$ cat config.mk
export PLATFORM = sky130hd
export DESIGN_NAME = adbg_ahb3_xfer_flat
export DESIGN_NICKNAME = d
export VERILOG_FILES = /design/src/rtl/adbg_ahb3_xfer_pkg.sv /design/src/rtl/adbg_ahb3_xfer_if.sv /design/src/rtl/adbg_ahb3_xfer.sv /design/src/flat_wrapper.sv
export SDC_FILE = /design/constraint.sdc
export NUM_CORES = 1
export LEC_CHECK = 0
export BUFFER_PORTS_ARGS = -buffer_cell sky130_fd_sc_hd__buf_2
export CORE_MARGIN = 8
export CORE_UTILIZATION = 45
export DETAILED_ROUTE_END_ITERATION = 6
export PLACE_DENSITY = 0.78
export RECOVER_POWER = 25
export SYNTH_ARGS = -nofsm -noshare
export SYNTH_HDL_FRONTEND = slang
export SYNTH_SLANG_ARGS = --single-unit
export TNS_END_PERCENT = 100
$ cat constraint.sdc
create_clock -name HCLK -period 2.5 [get_ports HCLK]
set_input_delay 0.375 -clock HCLK [delete_from_list [all_inputs] [get_ports HCLK]]
set_output_delay 0.375 -clock HCLK [all_outputs]
set_load 0.05 [all_outputs]
$ cat src/rtl/adbg_ahb3_xfer_pkg.sv
// Shared definitions for the adbg AHB3-Lite single-transfer engine.
// Holds the AHB encodings, the engine state type, request legality,
// the size-to-HSIZE mapping and the byte-lane placement helpers.
// The lane helpers always work on 64-bit vectors. Callers truncate
// the result to their own data width.
package adbg_ahb3_xfer_pkg;

    localparam logic [1:0] HTRANS_IDLE   = 2'b00;
    localparam logic [1:0] HTRANS_NONSEQ = 2'b10;
    localparam logic [2:0] HBURST_SINGLE = 3'b000;
    // Data access, privileged, non-bufferable, non-cacheable
    localparam logic [3:0] HPROT_DEFAULT = 4'b0011;

    localparam logic [2:0] HSIZE_BYTE  = 3'b000;
    localparam logic [2:0] HSIZE_HWORD = 3'b001;
    localparam logic [2:0] HSIZE_WORD  = 3'b010;
    localparam logic [2:0] HSIZE_DWORD = 3'b011;

    typedef enum logic [1:0] {
        ST_IDLE = 2'd0,
        ST_ADDR = 2'd1,
        ST_DATA = 2'd2,
        ST_ERR  = 2'd3
    } xfer_state_e;

    // Byte count (1/2/4/8) to AHB HSIZE encoding
    function automatic logic [2:0] size_to_hsize(input logic [3:0] size);
        logic [2:0] hsize;
        case (size)
            4'd1:    hsize = HSIZE_BYTE;
            4'd2:    hsize = HSIZE_HWORD;
            4'd4:    hsize = HSIZE_WORD;
            4'd8:    hsize = HSIZE_DWORD;
            default: hsize = HSIZE_BYTE;
        endcase
        return hsize;
    endfunction

    // Size must be a supported byte count and the address naturally aligned.
    // Eight-byte transfers exist only on a 64-bit bus.
    function automatic logic request_legal(input logic [3:0] size,
                                           input logic [2:0] addr_lo,
                                           input logic       dw64);
        logic ok;
        case (size)
            4'd1:    ok = 1'b1;
            4'd2:    ok = (addr_lo[0] == 1'b0);
            4'd4:    ok = (addr_lo[1:0] == 2'b00);
            4'd8:    ok = dw64 && (addr_lo == 3'b000);
            default: ok = 1'b0;
        endcase
        return ok;
    endfunction

    // Mask of the low-order bytes covered by one transfer of the given HSIZE
    function automatic logic [63:0] size_mask(input logic [2:0] hsize);
        logic [63:0] mask;
        case (hsize)
            HSIZE_BYTE:  mask = 64'h0000_0000_0000_00FF;
            HSIZE_HWORD: mask = 64'h0000_0000_0000_FFFF;
            HSIZE_WORD:  mask = 64'h0000_0000_FFFF_FFFF;
            HSIZE_DWORD: mask = 64'hFFFF_FFFF_FFFF_FFFF;
            default:     mask = 64'h0000_0000_0000_0000;
        endcase
        return mask;
    endfunction

    // Right-justified data moved up onto its byte lanes. Bytes outside the
    // transfer are zero.
    function automatic logic [63:0] lane_place(input logic [63:0] data,
                                               input logic [2:0]  off,
                                               input logic [2:0]  hsize);
        return (data & size_mask(hsize)) << {off, 3'b000};
    endfunction

    // Lane data brought down to bit 0. Bytes above the transfer size are cleared.
    function automatic logic [63:0] lane_extract(input logic [63:0] data,
                                                 input logic [2:0]  off,
                                                 input logic [2:0]  hsize);
        return (data >> {off, 3'b000}) & size_mask(hsize);
    endfunction

endpackage

$ cat src/rtl/adbg_ahb3_xfer_if.sv
// Request/response and AHB3-Lite master signal bundle for adbg_ahb3_xfer.
// The master modport is the engine's view: it accepts req_*, produces rsp_*,
// drives the AHB master outputs and receives HRDATA/HREADY/HRESP.
// The slave modport is the surrounding environment's view.
interface adbg_ahb3_xfer_if #(
    parameter int ADDR_WIDTH = 32,
    parameter int DATA_WIDTH = 32
);
    logic                  req_valid_i;
    logic                  req_ready_o;
    logic                  req_write_i;
    logic [ADDR_WIDTH-1:0] req_addr_i;
    logic [3:0]            req_size_i;
    logic [DATA_WIDTH-1:0] req_wdata_i;
    logic                  rsp_valid_o;
    logic [DATA_WIDTH-1:0] rsp_rdata_o;
    logic                  rsp_err_o;

    logic                  HSEL;
    logic [ADDR_WIDTH-1:0] HADDR;
    logic [DATA_WIDTH-1:0] HWDATA;
    logic                  HWRITE;
    logic [2:0]            HSIZE;
    logic [2:0]            HBURST;
    logic [3:0]            HPROT;
    logic [1:0]            HTRANS;
    logic                  HMASTLOCK;
    logic [DATA_WIDTH-1:0] HRDATA;
    logic                  HREADY;
    logic                  HRESP;

    modport master (
        input  req_valid_i, req_write_i, req_addr_i, req_size_i, req_wdata_i,
        output req_ready_o, rsp_valid_o, rsp_rdata_o, rsp_err_o,
        output HSEL, HADDR, HWDATA, HWRITE, HSIZE, HBURST, HPROT, HTRANS, HMASTLOCK,
        input  HRDATA, HREADY, HRESP
    );

    modport slave (
        output req_valid_i, req_write_i, req_addr_i, req_size_i, req_wdata_i,
        input  req_ready_o, rsp_valid_o, rsp_rdata_o, rsp_err_o,
        input  HSEL, HADDR, HWDATA, HWRITE, HSIZE, HBURST, HPROT, HTRANS, HMASTLOCK,
        output HRDATA, HREADY, HRESP
    );
endinterface

$ cat src/rtl/adbg_ahb3_xfer.sv
// HCLK-domain AHB3-Lite single-transfer master for the advanced debug
// interface. It takes one request at a time and runs the address and data
// phases, honouring HREADY wait states and the two-cycle error response.
// It returns right-justified read data and an error flag on a one-cycle strobe.
// Ports:
//   HCLK    - bus clock, sole clock of the block
//   HRESETn - asynchronous active-low reset
//   bus     - adbg_ahb3_xfer_if.master: req_* in and req_ready_o out,
//             rsp_* out, AHB master outputs, and HRDATA/HREADY/HRESP in
// All outputs come straight from flops. Illegal requests (bad size or
// misaligned address) are answered with an error and never reach the bus.
module adbg_ahb3_xfer
    import adbg_ahb3_xfer_pkg::*;
#(
    parameter int ADDR_WIDTH = 32,
    parameter int DATA_WIDTH = 32
) (
    input  logic              HCLK,
    input  logic              HRESETn,
    adbg_ahb3_xfer_if.master  bus
);

    localparam int OFF_W = $clog2(DATA_WIDTH / 8);
    localparam bit DW64  = (DATA_WIDTH == 64);

    xfer_state_e           state_q, state_d;
    logic                  req_ready_q, req_ready_d;
    logic [1:0]            htrans_q, htrans_d;
    logic                  hsel_q, hsel_d;
    logic [ADDR_WIDTH-1:0] haddr_q, haddr_d;
    logic                  hwrite_q, hwrite_d;
    logic [2:0]            hsize_q, hsize_d;
    logic [DATA_WIDTH-1:0] hwdata_q, hwdata_d;
    logic [2:0]            off_q, off_d;
    logic                  rsp_valid_q, rsp_valid_d;
    logic [DATA_WIDTH-1:0] rsp_rdata_q, rsp_rdata_d;
    logic                  rsp_err_q, rsp_err_d;

    logic                  accept_s;
    logic                  legal_s;
    logic [2:0]            off_s;
    logic [2:0]            req_hsize_s;

    // req_ready_q is high exactly while IDLE, so this also ignores req_* elsewhere
    assign accept_s    = bus.req_valid_i && req_ready_q;
    assign legal_s     = request_legal(bus.req_size_i, bus.req_addr_i[2:0], DW64);
    assign off_s       = 3'(bus.req_addr_i[OFF_W-1:0]);
    assign req_hsize_s = size_to_hsize(bus.req_size_i);

    // State register
    always_ff @(posedge HCLK or negedge HRESETn) begin
        if (!HRESETn) begin
            state_q <= ST_IDLE;
        end else begin
            state_q <= state_d;
        end
    end

    // Next-state logic
    always_comb begin
        state_d = state_q;
        case (state_q)
            ST_IDLE: begin
                if (accept_s && legal_s) begin
                    state_d = ST_ADDR;
                end else begin
                    state_d = ST_IDLE;
                end
            end
            ST_ADDR: begin
                if (bus.HREADY) begin
                    state_d = ST_DATA;
                end else begin
                    state_d = ST_ADDR;
                end
            end
            ST_DATA: begin
                // HREADY high ends the transfer whether HRESP flags OKAY or a
                // single-cycle error. HRESP with HREADY low opens the error response.
                if (bus.HREADY) begin
                    state_d = ST_IDLE;
                end else if (bus.HRESP) begin
                    state_d = ST_ERR;
                end else begin
                    state_d = ST_DATA;
                end
            end
            ST_ERR: begin
                if (bus.HREADY) begin
                    state_d = ST_IDLE;
                end else begin
                    state_d = ST_ERR;
                end
            end
            default: state_d = ST_IDLE;
        endcase
    end

    // Next values of the registered bus and response outputs
    always_comb begin
        req_ready_d = (state_d == ST_IDLE);
        htrans_d    = htrans_q;
        hsel_d      = hsel_q;
        haddr_d     = haddr_q;
        hwrite_d    = hwrite_q;
        hsize_d     = hsize_q;
        hwdata_d    = hwdata_q;
        off_d       = off_q;
        rsp_valid_d = 1'b0;
        rsp_rdata_d = rsp_rdata_q;
        rsp_err_d   = rsp_err_q;
        case (state_q)
            ST_IDLE: begin
                if (accept_s && legal_s) begin
                    htrans_d = HTRANS_NONSEQ;
                    hsel_d   = 1'b1;
                    haddr_d  = bus.req_addr_i;
                    hwrite_d = bus.req_write_i;
                    hsize_d  = req_hsize_s;
                    off_d    = off_s;
                    // Loaded now so that HWDATA is already stable when the data phase opens
                    hwdata_d = DATA_WIDTH'(lane_place(64'(bus.req_wdata_i), off_s, req_hsize_s));
                end else if (accept_s) begin
                    rsp_valid_d = 1'b1;
                    rsp_err_d   = 1'b1;
                    rsp_rdata_d = '0;
                end else begin
                    htrans_d = HTRANS_IDLE;
                    hsel_d   = 1'b0;
                end
            end
            ST_ADDR: begin
                if (bus.HREADY) begin
                    htrans_d = HTRANS_IDLE;
                    hsel_d   = 1'b0;
                end else begin
                    htrans_d = HTRANS_NONSEQ;
                    hsel_d   = 1'b1;
                end
            end
            ST_DATA: begin
                if (bus.HREADY) begin
                    rsp_valid_d = 1'b1;
                    rsp_err_d   = bus.HRESP;
                    if (bus.HRESP || hwrite_q) begin
                        rsp_rdata_d = '0;
                    end else begin
                        rsp_rdata_d = DATA_WIDTH'(lane_extract(64'(bus.HRDATA), off_q, hsize_q));
                    end
                end else begin
                    rsp_valid_d = 1'b0;
                end
            end
            ST_ERR: begin
                if (bus.HREADY) begin
                    rsp_valid_d = 1'b1;
                    rsp_err_d   = 1'b1;
                    rsp_rdata_d = '0;
                end else begin
                    rsp_valid_d = 1'b0;
                end
            end
            default: begin
                htrans_d = HTRANS_IDLE;
                hsel_d   = 1'b0;
            end
        endcase
    end

    // Output registers
    always_ff @(posedge HCLK or negedge HRESETn) begin
        if (!HRESETn) begin
            req_ready_q <= 1'b1;
            htrans_q    <= HTRANS_IDLE;
            hsel_q      <= 1'b0;
            haddr_q     <= '0;
            hwrite_q    <= 1'b0;
            hsize_q     <= 3'b000;
            hwdata_q    <= '0;
            off_q       <= 3'b000;
            rsp_valid_q <= 1'b0;
            rsp_rdata_q <= '0;
            rsp_err_q   <= 1'b0;
        end else begin
            req_ready_q <= req_ready_d;
            htrans_q    <= htrans_d;
            hsel_q      <= hsel_d;
            haddr_q     <= haddr_d;
            hwrite_q    <= hwrite_d;
            hsize_q     <= hsize_d;
            hwdata_q    <= hwdata_d;
            off_q       <= off_d;
            rsp_valid_q <= rsp_valid_d;
            rsp_rdata_q <= rsp_rdata_d;
            rsp_err_q   <= rsp_err_d;
        end
    end

    assign bus.req_ready_o = req_ready_q;
    assign bus.rsp_valid_o = rsp_valid_q;
    assign bus.rsp_rdata_o = rsp_rdata_q;
    assign bus.rsp_err_o   = rsp_err_q;
    assign bus.HSEL        = hsel_q;
    assign bus.HADDR       = haddr_q;
    assign bus.HWDATA      = hwdata_q;
    assign bus.HWRITE      = hwrite_q;
    assign bus.HSIZE       = hsize_q;
    assign bus.HTRANS      = htrans_q;
    assign bus.HBURST      = HBURST_SINGLE;
    assign bus.HPROT       = HPROT_DEFAULT;
    assign bus.HMASTLOCK   = 1'b0;

endmodule

$ cat src/flat_wrapper.sv
// flat-port wrapper written by rule: the top's interface ports become plain ports
module adbg_ahb3_xfer_flat import adbg_ahb3_xfer_pkg::*;
#(
    parameter int ADDR_WIDTH = 32,
    parameter int DATA_WIDTH = 32
)
  (HCLK, HRESETn, bus_req_valid_i, bus_req_write_i, bus_req_addr_i, bus_req_size_i, bus_req_wdata_i, bus_req_ready_o, bus_rsp_valid_o, bus_rsp_rdata_o, bus_rsp_err_o, bus_HSEL, bus_HADDR, bus_HWDATA, bus_HWRITE, bus_HSIZE, bus_HBURST, bus_HPROT, bus_HTRANS, bus_HMASTLOCK, bus_HRDATA, bus_HREADY, bus_HRESP);
  adbg_ahb3_xfer_if #(.ADDR_WIDTH(ADDR_WIDTH), .DATA_WIDTH(DATA_WIDTH)) bus_i ();
  input  logic HCLK;
  input  logic HRESETn;
  input wire logic [$bits(bus_i.req_valid_i)-1:0] bus_req_valid_i;
  input wire logic [$bits(bus_i.req_write_i)-1:0] bus_req_write_i;
  input wire logic [$bits(bus_i.req_addr_i)-1:0] bus_req_addr_i;
  input wire logic [$bits(bus_i.req_size_i)-1:0] bus_req_size_i;
  input wire logic [$bits(bus_i.req_wdata_i)-1:0] bus_req_wdata_i;
  output wire logic [$bits(bus_i.req_ready_o)-1:0] bus_req_ready_o;
  output wire logic [$bits(bus_i.rsp_valid_o)-1:0] bus_rsp_valid_o;
  output wire logic [$bits(bus_i.rsp_rdata_o)-1:0] bus_rsp_rdata_o;
  output wire logic [$bits(bus_i.rsp_err_o)-1:0] bus_rsp_err_o;
  output wire logic [$bits(bus_i.HSEL)-1:0] bus_HSEL;
  output wire logic [$bits(bus_i.HADDR)-1:0] bus_HADDR;
  output wire logic [$bits(bus_i.HWDATA)-1:0] bus_HWDATA;
  output wire logic [$bits(bus_i.HWRITE)-1:0] bus_HWRITE;
  output wire logic [$bits(bus_i.HSIZE)-1:0] bus_HSIZE;
  output wire logic [$bits(bus_i.HBURST)-1:0] bus_HBURST;
  output wire logic [$bits(bus_i.HPROT)-1:0] bus_HPROT;
  output wire logic [$bits(bus_i.HTRANS)-1:0] bus_HTRANS;
  output wire logic [$bits(bus_i.HMASTLOCK)-1:0] bus_HMASTLOCK;
  input wire logic [$bits(bus_i.HRDATA)-1:0] bus_HRDATA;
  input wire logic [$bits(bus_i.HREADY)-1:0] bus_HREADY;
  input wire logic [$bits(bus_i.HRESP)-1:0] bus_HRESP;
  assign bus_i.req_valid_i = bus_req_valid_i;
  assign bus_i.req_write_i = bus_req_write_i;
  assign bus_i.req_addr_i = bus_req_addr_i;
  assign bus_i.req_size_i = bus_req_size_i;
  assign bus_i.req_wdata_i = bus_req_wdata_i;
  assign bus_req_ready_o = bus_i.req_ready_o;
  assign bus_rsp_valid_o = bus_i.rsp_valid_o;
  assign bus_rsp_rdata_o = bus_i.rsp_rdata_o;
  assign bus_rsp_err_o = bus_i.rsp_err_o;
  assign bus_HSEL = bus_i.HSEL;
  assign bus_HADDR = bus_i.HADDR;
  assign bus_HWDATA = bus_i.HWDATA;
  assign bus_HWRITE = bus_i.HWRITE;
  assign bus_HSIZE = bus_i.HSIZE;
  assign bus_HBURST = bus_i.HBURST;
  assign bus_HPROT = bus_i.HPROT;
  assign bus_HTRANS = bus_i.HTRANS;
  assign bus_HMASTLOCK = bus_i.HMASTLOCK;
  assign bus_i.HRDATA = bus_HRDATA;
  assign bus_i.HREADY = bus_HREADY;
  assign bus_i.HRESP = bus_HRESP;
  adbg_ahb3_xfer #(.ADDR_WIDTH(ADDR_WIDTH), .DATA_WIDTH(DATA_WIDTH)) u_core (.HCLK(HCLK), .HRESETn(HRESETn), .bus(bus_i));
endmodule
==> impl_metrics.env <==
export IMPL_powerDensity_mw_per_mm2=1010
export IMPL_cpPeakStageDelay_ps=610
export IMPL_synthFlopType="dfrtp_1"
export IMPL_slowest_stage="or3b_1"
export IMPL_grt_max_degree=47
export IMPL_cts_tree="yes"
export IMPL_postCtsSetupBuffers=0
export IMPL_drt_total_wl_um=16100
export IMPL_yosys_cell_types_count=45
export IMPL_core_area_mm2=0.0109
export IMPL_yosysTopAreaCellShare_pct=51.4
export IMPL_netlist_top_cells_area="dfrtp_1, nand2_1, mux2_2, mux2i_1, nor2_1"
export IMPL_synthArstFlopShare_pct=100
export IMPL_grt_pass1_wl_um=25700
export IMPL_max_freq_mhz=468
export IMPL_cts_num_sinks=105
export IMPL_clockBufferDepth=2
export IMPL_cts_htree_levels=3
export IMPL_synthCells=531
export IMPL_wire_per_inst_um=18.3
export IMPL_hold_viol_final=0
export IMPL_synth_edf_count=0
export IMPL_die_width_um=122
export IMPL_p_seq_share_pct=36.0
export IMPL_io_pins=220
export IMPL_postCtsHoldBufs=0
export IMPL_grt_pass1_vias=4961
export IMPL_std_cell_rows=38
export IMPL_grt_ovfl_total=0
export IMPL_grt_usage_pct=21.6
export IMPL_cellLeakagePower_nw=3.52
export IMPL_die_h_um=122
export IMPL_endpoint_kind="flop"
export IMPL_cts_root_buf="clkbuf_8"
export IMPL_layout_common_cells="buf_2, nand2_1, dfrtp_1, nor2_1, mux2i_1"
export IMPL_dr_total_vias=4770
export IMPL_crit_reg2reg_launch="u_core.state_q[0]"
export IMPL_rsz0062_at_grt="false"
export IMPL_worstPathArrival_ps=2420
export IMPL_path_cells="or4b_1, or3b_1, nor2_8, nand2_1, mux2i_1"
export IMPL_worst_slack_ps=365
export IMPL_area_delta_synth_final_pct=27.8
export IMPL_fin_skew_ps=6.25
export IMPL_finalCriticalPeriod_ps=2130
export IMPL_diodes=0
export IMPL_grt_antenna_before_repair=1
export IMPL_drive_gt1_share_pct=36.8
export IMPL_vdd_drop_max_mv=0.731
export IMPL_intPower_mw=3.39
export IMPL_p_clk_share_pct=16.4
export IMPL_drv_cap=0
export IMPL_relSlewSlack_pct=17.4
export IMPL_post_route_period_util_pct=85.4
export IMPL_clock_latency_ps=360
export IMPL_hp_start="bus_req_addr_i[26]"
export IMPL_dpl_worst_slack_ps=293
export IMPL_gp_congestion=0.968
export IMPL_start_util_pct=46.5
export IMPL_tightest_slew_ps=1240
export IMPL_switching_power_mw=3.16
export IMPL_worstRegToRegCells=5
export IMPL_setup_viol=0
export IMPL_ys_seq_elements=105
export IMPL_path_clk_slew_ps=100
export IMPL_drc=0
export IMPL_yosysTopAreaCell="dfrtp_1"
export IMPL_start_kind="flop"
export IMPL_dp_hpwl_um=12500
export IMPL_cts_resized=0
export IMPL_hold_path_end="u_core.bus.HADDR[26]"
export IMPL_r2r_slack_ps=370
export IMPL_p_sw_share_pct=48.3
export IMPL_numCtsBuffers=9
export IMPL_ant_nets=0
export IMPL_p_comb_share_pct=47.6
export IMPL_drtIter0Drc=453
export IMPL_vias_per_cell=5.42
export IMPL_setup_worst_path_class="reg -> reg"
export IMPL_postSynthAreaPerCell_um2=9.53
export IMPL_nNetsFinal=841
export IMPL_dpl_cell_area_mm2=0.00629
export IMPL_yosysSeqAreaShare_pct=51.9
export IMPL_design_area_mm2=0.00647
export IMPL_whs_path_depth=3
export IMPL_hold_path_class="in -> reg"
export IMPL_critPathRequiredTime_ps=2790
export IMPL_tns_ps=0
export IMPL_die_area_mm2=0.0149
export IMPL_fillers=968
export IMPL_path_max_fanout=9
export IMPL_worstReg2RegEnd="u_core.bus.rsp_rdata_o[25]"
export IMPL_final_common_cell="buf_2"
export IMPL_slew_violations=0
export IMPL_yosys_warnings=0
export IMPL_syn_cell_area_mm2=0.00506
export IMPL_dr_pass1_iters=6
export IMPL_status="finished clean"
export IMPL_io_buffers=209
==> final cells by class <==
cell class	count	area, µm²	share of cell area [%]
tap	140	175	2.71
clock inverter	2	37.5	0.580
timing repair buffer	228	1210	18.7
clock buffer	14	163	2.51
multi-input combinational	377	2200	34.0
inverter	14	52.6	0.812
sequential	105	2630	40.6
==> synth_stat cells (2+ instances only) <==
cell type,n
a211oi_1,17
a21oi_1,12
a222oi_1,7
a22o_1,16
a22oi_1,6
a31oi_1,4
a32oi_1,2
and2_1,2
buf_2,12
buf_4,12
clkbuf_1,18
conb_1,2
dfrtp_1,104
inv_1,13
mux2_1,2
mux2_2,23
mux2i_1,24
nand2_1,143
nand3_1,15
nor2_1,40
nor2b_1,10
nor3_1,3
o21ai_0,21
xor2_1,2
==> layer usage <==
| metal | track usage (%) | routed length [µm] |
|---|---|---|
| met2 | 34.9 | 7640 |
| met4 | 8.99 | 421 |
| met5 | 0 | 10 |
| met3 | 7.03 | 1780 |
| met1 | 26.1 | 6270 |
==> power by group through the flow <==
stage               Clock [mW]  Sequential, mW  Combinational [mW]
finish                    1.08            2.36                3.12
global route              1.17            2.42                3.31
CTS                       1.11            2.36                3.14
detailed placement           0            2.38                3.15
global placement             0            2.37                3.09
floorplan                    0            3.75               0.912
==> worst max-delay path by stage <==
stage	to	start
CTS	u_core.bus.rsp_rdata_o[25]	u_core.state_q[0]
global route	u_core.bus.HADDR[23]	HRESETn
floorplan	u_core.bus.rsp_rdata_o[24]	u_core.bus.HWRITE
detailed placement	u_core.bus.rsp_rdata_o[25]	bus_HRESP
finish	u_core.bus.rsp_rdata_o[25]	u_core.state_q[0]
global placement	u_core.bus.rsp_rdata_o[25]	bus_HRESP
==> worst max-delay path: cells and delay by family (launching register included) <==
family / cells / cell delay [ps]
muxes: 1 / 140
and+or+nand+nor: 4 / 1480
DFF: 1 / 420
==> flip-flops by register name, indices dropped and copies added, names as in the netlist <==
name / flops
u_core.state_q: 2
u_core.bus.HSIZE: 2
u_core.bus.HWDATA: 32
u_core.bus.HTRANS: 1
u_core.bus.rsp_err_o: 1
u_core.bus.HADDR: 32
u_core.bus.req_ready_o: 1
u_core.bus.rsp_valid_o: 1
u_core.bus.rsp_rdata_o: 32
u_core.bus.HWRITE: 1
==> per-stage QoR <==
step / total power, mW / hold slack, ps / util [%] / std cells
2_1_floorplan: 4.67 / 79.4 / - / 539
3_5_place_dp: 5.53 / 451 / 57.8 / 864
3_3_place_gp: 5.47 / 440 / 57.8 / 864
4_1_cts: 6.61 / 42.4 / 59.6 / 880
5_1_grt: 6.90 / 176 / 59.4 / 880
6_report: 6.55 / 197 / 59.4 / 880
==> logic make-up after synthesis <==
group                     share of synthesized area (%)
buffers and inverters                              5.56
muxes                                              10.3
and+or+nand+nor                                    18.2
xor gates and xnor gates                          0.346
DFF                                                51.9
AOI/OAI and AO/OA                                  13.5
other                                             0.148
No activity file was read; power rests on OpenSTA's default activity.
